## config.mk

```make
export PLATFORM = sky130hd
export DESIGN_NAME = id_issue_ctrl
export DESIGN_NICKNAME = d
export VERILOG_FILES = /design/src/rtl/id_issue_ctrl.sv
export SDC_FILE = /design/constraint.sdc
export NUM_CORES = 1
export LEC_CHECK = 0
export BUFFER_PORTS_ARGS = -buffer_cell sky130_fd_sc_hd__clkbuf_2
export CORE_MARGIN = 3
export CORE_UTILIZATION = 40
export DETAILED_ROUTE_END_ITERATION = 10
export HOLD_SLACK_MARGIN = 0.06
export SYNTH_ARGS = -nofsm -noshare
export SYNTH_HDL_FRONTEND = slang
export SYNTH_SLANG_ARGS = --single-unit
```

## constraint.sdc

```tcl
create_clock -name clk -period 9.95 [get_ports clk]
set_clock_uncertainty 0.1 [all_clocks]
set_input_delay 0.995 -clock clk [delete_from_list [all_inputs] [get_ports clk]]
set_output_delay 0.995 -clock clk [all_outputs]
set_load 0.01 [all_outputs]
```

## src/rtl/id_issue_ctrl.sv

```systemverilog
// ============================================================================
// Module      : id_issue_ctrl
// Description : Fetch buffer, register scoreboard and serialising issue FSM
//               sitting in front of the ID decoder.
// Revision    : 1.0 - initial release
// ============================================================================
`default_nettype none

module id_issue_ctrl #(
    parameter int DEPTH = 4,
    parameter int CNT_W = 32
) (
    input  logic             clk,
    input  logic             rst,
    input  logic             flush,
    input  logic             if_valid,
    input  logic [31:0]      if_pc,
    input  logic [31:0]      if_inst,
    output logic             if_ready,
    output logic [31:0]      dec_inst,
    input  logic [4:0]       dec_rd,
    input  logic [4:0]       dec_rj,
    input  logic [4:0]       dec_rk,
    input  logic             dec_long,
    input  logic             dec_serial,
    output logic             issue_valid,
    output logic [31:0]      issue_pc,
    output logic [31:0]      issue_inst,
    input  logic             issue_ready,
    input  logic             pipe_empty,
    input  logic             serial_done,
    input  logic             wb_valid,
    input  logic [4:0]       wb_rd,
    output logic [CNT_W-1:0] stall_cnt
);

    localparam int PTR_W = $clog2(DEPTH);
    localparam logic [PTR_W:0] FULL_CNT = DEPTH[PTR_W:0];

    typedef enum logic [1:0] {
        RUN   = 2'd0,
        DRAIN = 2'd1,
        WAIT  = 2'd2
    } state_t;

    state_t           state;
    logic [31:0]      pc_mem   [DEPTH];
    logic [31:0]      inst_mem [DEPTH];
    logic [PTR_W-1:0] rd_ptr;
    logic [PTR_W-1:0] wr_ptr;
    logic [PTR_W:0]   count;
    logic [31:0]      busy;
    logic [31:0]      busy_nxt;

    logic head_valid;
    logic push;
    logic pop;
    logic raw;
    logic waw;
    logic hazard;
    logic drained;

    assign head_valid = (count != '0);
    assign if_ready   = (count < FULL_CNT);
    assign push       = if_valid & if_ready & ~flush;
    assign pop        = issue_valid & issue_ready;

    assign dec_inst   = head_valid ? inst_mem[rd_ptr] : 32'd0;
    assign issue_inst = head_valid ? inst_mem[rd_ptr] : 32'd0;
    assign issue_pc   = head_valid ? pc_mem[rd_ptr]   : 32'd0;

    assign raw     = ((dec_rj != 5'd0) & busy[dec_rj]) | ((dec_rk != 5'd0) & busy[dec_rk]);
    assign waw     = (dec_rd != 5'd0) & busy[dec_rd];
    assign hazard  = raw | waw;
    assign drained = (busy == 32'd0) & pipe_empty;

    always_comb begin
        issue_valid = 1'b0;
        if (!flush && head_valid) begin
            case (state)
                RUN:     issue_valid = dec_serial ? drained : ~hazard;
                DRAIN:   issue_valid = drained;
                default: issue_valid = 1'b0;
            endcase
        end
    end

    // Set is applied after clear so an issuing long op wins over a same-register writeback.
    always_comb begin
        busy_nxt = busy;
        if (wb_valid) begin
            busy_nxt[wb_rd] = 1'b0;
        end
        if (pop && dec_long && (dec_rd != 5'd0)) begin
            busy_nxt[dec_rd] = 1'b1;
        end
        busy_nxt[0] = 1'b0;
    end

    always_ff @(posedge clk) begin
        if (push) begin
            pc_mem[wr_ptr]   <= if_pc;
            inst_mem[wr_ptr] <= if_inst;
        end
    end

    always_ff @(posedge clk) begin
        if (rst || flush) begin
            rd_ptr <= '0;
            wr_ptr <= '0;
            count  <= '0;
        end else begin
            if (push) begin
                wr_ptr <= wr_ptr + 1'b1;
            end
            if (pop) begin
                rd_ptr <= rd_ptr + 1'b1;
            end
            case ({push, pop})
                2'b10:   count <= count + 1'b1;
                2'b01:   count <= count - 1'b1;
                default: count <= count;
            endcase
        end
    end

    always_ff @(posedge clk) begin
        if (rst) begin
            busy <= 32'd0;
        end else begin
            busy <= busy_nxt;
        end
    end

    always_ff @(posedge clk) begin
        if (rst) begin
            state <= RUN;
        end else if (flush) begin
            state <= RUN;
        end else begin
            case (state)
                RUN: begin
                    if (head_valid && dec_serial) begin
                        if (pop) begin
                            state <= WAIT;
                        end else if (!drained) begin
                            state <= DRAIN;
                        end
                    end
                end
                DRAIN: begin
                    if (pop) begin
                        state <= WAIT;
                    end
                end
                WAIT: begin
                    if (serial_done) begin
                        state <= RUN;
                    end
                end
                default: state <= RUN;
            endcase
        end
    end

    // Backpressure cycles (issue_valid high, issue_ready low) are not stalls.
    always_ff @(posedge clk) begin
        if (rst) begin
            stall_cnt <= '0;
        end else if (head_valid && !flush && !issue_valid && (stall_cnt != {CNT_W{1'b1}})) begin
            stall_cnt <= stall_cnt + 1'b1;
        end
    end

endmodule

`default_nettype wire

```

# Yosys cells after proc, flatten, opt, wreduce, memory -nomap -nowiden
# Memory sizes are Yosys's and may differ from the RTL's. A register that Yosys moved wholly into a read port is not among the register bits.
# Index checks and enable logic that the tools add are counted.
# op_classes
add_sub_neg	5
n_lt_le_gt_ge	7
n_eq_ne	9
mux	30
bitwise	14
reduce_logical	20
# ops
cell	n
32-bit two-way mux	4
32-bit by 1-bit adder with 32-bit output (second input constant)	1
32-bit bitwise AND	1
32-bit logical NOT	1
32-bit != test (second input constant)	1
32-bit inverter	1
32-bit bitwise OR	1
5-bit by 6-bit less-than comparator with 1-bit output (second input constant)	4
2-bit two-way mux	9
1-bit binary-select mux with 5-bit select	3
5-bit nonzero test	3
1-bit demux with 5-bit select	2
5-bit by 1-bit >= comparator with 1-bit output (second input constant)	2
1-bit two-way mux	9
1-bit logical AND	8
1-bit bitwise AND	7
2-bit != test (second input constant)	3
2-bit case mux with 3 select lines	1
3-bit case mux with 2 select lines	1
2-bit by 1-bit adder with 2-bit output (second input constant)	2
2-bit by 1-bit == test with 1-bit output (second input constant)	2
2-bit == test (second input constant)	2
4-bit AND reduction	1
3-bit by 1-bit adder with 3-bit output (second input constant)	1
12 further kinds	15
# totals
register_bits	73
ram_bits	256
in_bits	94
out_inout_bits	130
memories	2
# memory_table
memory	depth	word_bits	rd	rd_clocked_by_memory_dff	write_ports	line_no	text
inst_mem	4	32	1	1	1	48	logic [31:0] inst_mem [DEPTH];
pc_mem	4	32	1	1	1	47	logic [31:0] pc_mem [DEPTH];

# Logic depth before layout (Yosys ltp)
# depth
word_depth	13
ltp_mapped	17
mapped_depth_nobuf	13

# Least setup slack after synthesis
# No wires, ideal clock.
# synth_path
kind	input -> register
from	input dec_rk[0]
to	register count[2]
arrival_ps	4020
required_time_ps	9779
setup_slack_ps	5759
stages	16
n_path_buf	3
path_cell_list	buf_4 > mux4_2 > mux2_2 > a32oi_1 > nand4_1 > and4bb_1 > buf_6 > a21oi_4 > buf_2 > nor2_1 > ha_1 > inv_1 > fa_1 > xor2_1 > or3_1 > a21oi_1
# synth_via
elab_chain_cells	12
# synth_lines
item	line_no	text
from (decl)	23	input logic [4:0] dec_rk,
1-bit binary-select mux with 5-bit select	72	assign raw = ((dec_rj != 5'd0) & busy[dec_rj]) | ((dec_rk != 5'd0) & busy[dec_rk]);
1-bit two-way mux (implied by the code)	72	
1-bit bitwise AND *	72	
1-bit bitwise OR *	72	
1-bit bitwise OR *	74	assign hazard = raw | waw;
1-bit inverter *	81	RUN: issue_valid = dec_serial ? drained : ~hazard;
1-bit two-way mux *	81	
1-bit case mux with 2 select lines *	80	case (state)
1-bit two-way mux *	79	if (!flush && head_valid) begin
1-bit bitwise AND *	66	assign pop = issue_valid & issue_ready;
named net pop	57	logic pop;
2-bit by 1-bit == test with 1-bit output / 2-bit == test (equally long branches)	119	case ({push, pop})
3-bit case mux with 2 select lines / 2-bit nonzero test (equally long branches)	--	
to (signal assigned)	120	2'b10: count <= count + 1'b1;
to (signal assigned)	121	2'b01: count <= count - 1'b1;
to (signal assigned)	122	default: count <= count;
to (decl)	51	logic [PTR_W:0] count;
# Mark *: on every way through the listed nets, which the timed path passes. The rest lies on a longest branch. The select of a mux whose other input is x is not followed.
# A chain may end at the register's enable or synchronous reset.

# Worst setup path after layout
# layout_path
from	input dec_rk[0]
to	output issue_valid
# layout_via
elab_chain_cells	9
# layout_lines
item	line_no	text
1-bit binary-select mux with 5-bit select	72	
1-bit two-way mux (implied by the code)	72	
1-bit bitwise AND *	72	
1-bit bitwise OR *	72	
1-bit bitwise OR *	74	
1-bit inverter *	81	
1-bit two-way mux *	81	
1-bit case mux with 2 select lines *	80	
1-bit two-way mux *	79	
to (decl)	26	output logic issue_valid,
# Mark *: on every way between the ends. The rest lies on a longest branch, timed or not. The select of a mux whose other input is x is not followed.

==> metrics.csv <==
stage,metric,value,unit
run_status,status,"finished, final reports clean",
critical_path,CP endpoint kind,primary output,
critical_path,CP peak stage delay,550,ps
yosys,most frequent cell after synthesis,edfxtp_1,
yosys,"Top FF cell, synth",edfxtp_1,
critical_path,"Largest delay share family, worst path",buffers and inverters,
grt,largest net degree at the start of global routing,88,
cells_and_area,fin util,0.478,
yosys,Seq cells post-synth,330,
timing,"Period Utilization, post-route",0.490,
placed_design,GPL Wtd Cong,0.864,
route,post-route ant nets,0,
cts,worst-skew pair later-pin latency,540,ps
cts,setup repair bufs after CTS,0,
yosys,"Seq/Total Area, Yosys",0.621,
yosys,Gate Count Post-Synth,1013,
cts,CTS Buf Count,38,
power_and_ir_drop,Flop pwr share,0.505,
timing,Final Hold Fails,0,
critical_path,startpoint types,input port,
critical_path,Critical-path top delay cell,mux4_2,
cts,hold buffers post-CTS,0,
floorplanning,die width,198,µm
placed_design,Detailed Place HPWL,21100,µm
cells_and_area,share of layout cells above drive strength 1,0.330,
yosys,synth cell count leaders,"256 x edfxtp_1, 102 x nor2b_1, 80 x mux4_2",
timing,Fmax,205,MHz
run,max_cap viols,0,
power_and_ir_drop,Sw Pwr,649,µW
cells_and_area,Final #Nets,1293,
grt,first-pass GRT wire length,52200,µm
cts,Post-CTS Resized,0,
yosys,"EDFF count, synth",256,
floorplanning,row count,69,
timing,"Slew Viols, Final",0,
route,first-pass iteration count of the detailed router,5,
route,vias post-DR,9212,
floorplanning,starting density of the core,0.410,
cells_and_area,ANT cells,0,
cells_and_area,Area Overhead vs Synth,16.4,%
route,drc violations,0,
timing,Period minus WS final,4880,ps
cts,CTS sink count,330,
power_and_ir_drop,clock group share of total power,0.447,
timing,unrepaired setup endpoints after global routing,no,
timing,Slew @ Worst Pin,1070,ps
yosys,synthesized area,14800,µm²
timing,TNS Setup,0,ps
route,"wirelength, routed",33800,µm
hold_path,Hold Path Class,flip-flop to flip-flop,
critical_path,CP cell instances,clkbuf_2 -> mux4_2 -> mux2_2 -> a32oi_1 -> nand4_1 -> and4bb_1 -> buf_4 -> a21oi_4 -> inv_1 -> clkbuf_2,
grt,grt total ovfl,0,
cts,htree depth,2,
yosys,synth top area cells,"edfxtp_1 52%, mux4_2 12%, dfxtp_1 10%, nor2b_1 4.3%, buf_4 1.9%",
grt,number of global-route vias before repair,9054,
critical_path,WS Path Type,input port to primary output,
yosys,ys async rst share,0,
power_and_ir_drop,switching portion of total power,0.218,
grt,global-route total usage across every layer,0.171,
timing,max_slew headroom,0.289,
cts,CTS clock-pin slew for the worst setup and hold paths,50,ps
floorplanning,die area,39300,µm²
power_and_ir_drop,leakage power,5.88,nW
power_and_ir_drop,P_int,2.33,mW
timing,final setup vio count,0,
power_and_ir_drop,Max IR drop VDD,0.165,mV
cts,CTS tree,built,
yosys,Ys Warns,0,
floorplanning,io pins,224,
grt,initial antenna violation count,2,
critical_path,maximum fanout along the worst path,52,
yosys,Syn Area/Cell,14.6,µm²
yosys,Yosys cell types,68,
floorplanning,Die Y,198,µm
cts,CTS root buf,clkbuf_16,
placed_design,IO buf count,223,
critical_path,Worst R2R Setup Slack,5860,ps
route,post-DR wirelength/cell,20.1,µm
critical_path,CP bufs+invs,4,
critical_path,Worst EP arrival,3780,ps
critical_path,data required time of the worst path,8860,ps
yosys,Yosys top cell by area,edfxtp_1,
cts,CTS Buffer Depth,3,
yosys,post-synth top area share,0.520,
route,via-per-instance ratio,5.48,
route,DRT iter0 DRCs,481,
power_and_ir_drop,combinational share of power,0.048,
yosys,Syn Nets,1114,
floorplanning,Core ar.,36000,µm²
power_and_ir_drop,pwr/cell area,173,nW/µm²
critical_path,most frequent CP cell,clkbuf_2,
cell type report:
| type | count | area (µm²) |
|---|---|---|
| clock buffers | 45 | 998 |
| clock inverters | 23 | 196 |
| fillers | 3155 | 18800 |
| inverters | 17 | 63.8 |
| multi-input cells | 577 | 5030 |
| flip-flops and latches | 330 | 9180 |
| well taps | 461 | 577 |
| repair buffers | 228 | 1150 |
registers in the layout (all words and copies together) (netlist names), named ones only:
name       flops
count          3
state          2
rd_ptr         2
inst_mem     128
busy          31
stall_cnt     32
wr_ptr         2
pc_mem       128
logic make-up (layout without fill, tap and decap cells):
group	Yosys count	in the layout	share of synthesized area
multiplexers	112	112	0.147
XOR/XNOR	3	3	0.00178
AO/OA/AOI/OAI	113	113	0.0495
adder cells (fa/ha/maj)	7	7	0.00644
AND/OR/NAND/NOR	342	342	0.135
buffers and inverters	106	313	0.0400
flip-flops	330	330	0.621
through the flow:
stage / setup WS, ps / instances / area, µm² / total power, mW / hold slack, ps
after global placement: 5010 / 1613 / 16000 / 1.68 / 378
after detailed placement: 4940 / 1613 / 16000 / 1.68 / 387
final: 5070 / 1681 / 17200 / 2.98 / 401
after global routing: 4850 / 1681 / 17200 / 3.09 / 422
after CTS: 5060 / 1681 / 17200 / 3.02 / 396
after floorplan: 5760 / 1013 / 14800 / 1.62 / 353
metal layers:
layer	track usage	up-vias	wire [µm]
met4	0.0585	4	698
li1	-	4282	-
met1	0.228	4564	14300
met3	0.0512	58	2850
met5	0	-	34
met2	0.269	304	15900
worst register-to-register path: stages (launching register included):
cell and delay (ps):
dfxtp_1 370, mux4_2 500, mux2_2 270, a32oi_1 200, nand4_1 120, and4bb_1 300, buf_4 410, a21oi_4 330
nor2_1 210, ha_1 200, inv_1 60, fa_1 370, xor2_1 150, or3_1 310, a21oi_1 130
cells in the final DEF, fill, tap and decap left out, types with 13 or more instances in the layout:
cell       count
dfxtp_1       72
nand3b_1      15
clkbuf_2     223
mux2_2        23
edfxtp_1     256
a21oi_1       21
o21ai_0       41
nor4_1        13
nand3_1       28
or3_1         17
nand4_1       17
clkbuf_16     39
nand2_1       38
nor2b_1      102
nor2_1        40
inv_1         16
o31ai_1       24
mux4_2        80
final timing paths:
path                       from            end  cells past startpoint
setup / recovery      dec_rk[0]    issue_valid                     10
hold reg to reg   stall_cnt[27]  stall_cnt[27]                      2
hold / removal    stall_cnt[27]  stall_cnt[27]                      2
setup reg to reg       busy[14]       count[2]                     14
power by group through the flow:
stage                     logic [mW]  registers, mW  clock network, mW
after detailed placement       0.145           1.53                  0
final                          0.143           1.51               1.33
after CTS                      0.146           1.51               1.37
after floorplan               0.0903           1.53                  0
after global placement         0.143           1.53                  0
after global routing           0.159           1.51               1.43
Note: power is estimated with default switching activity, not from simulation.
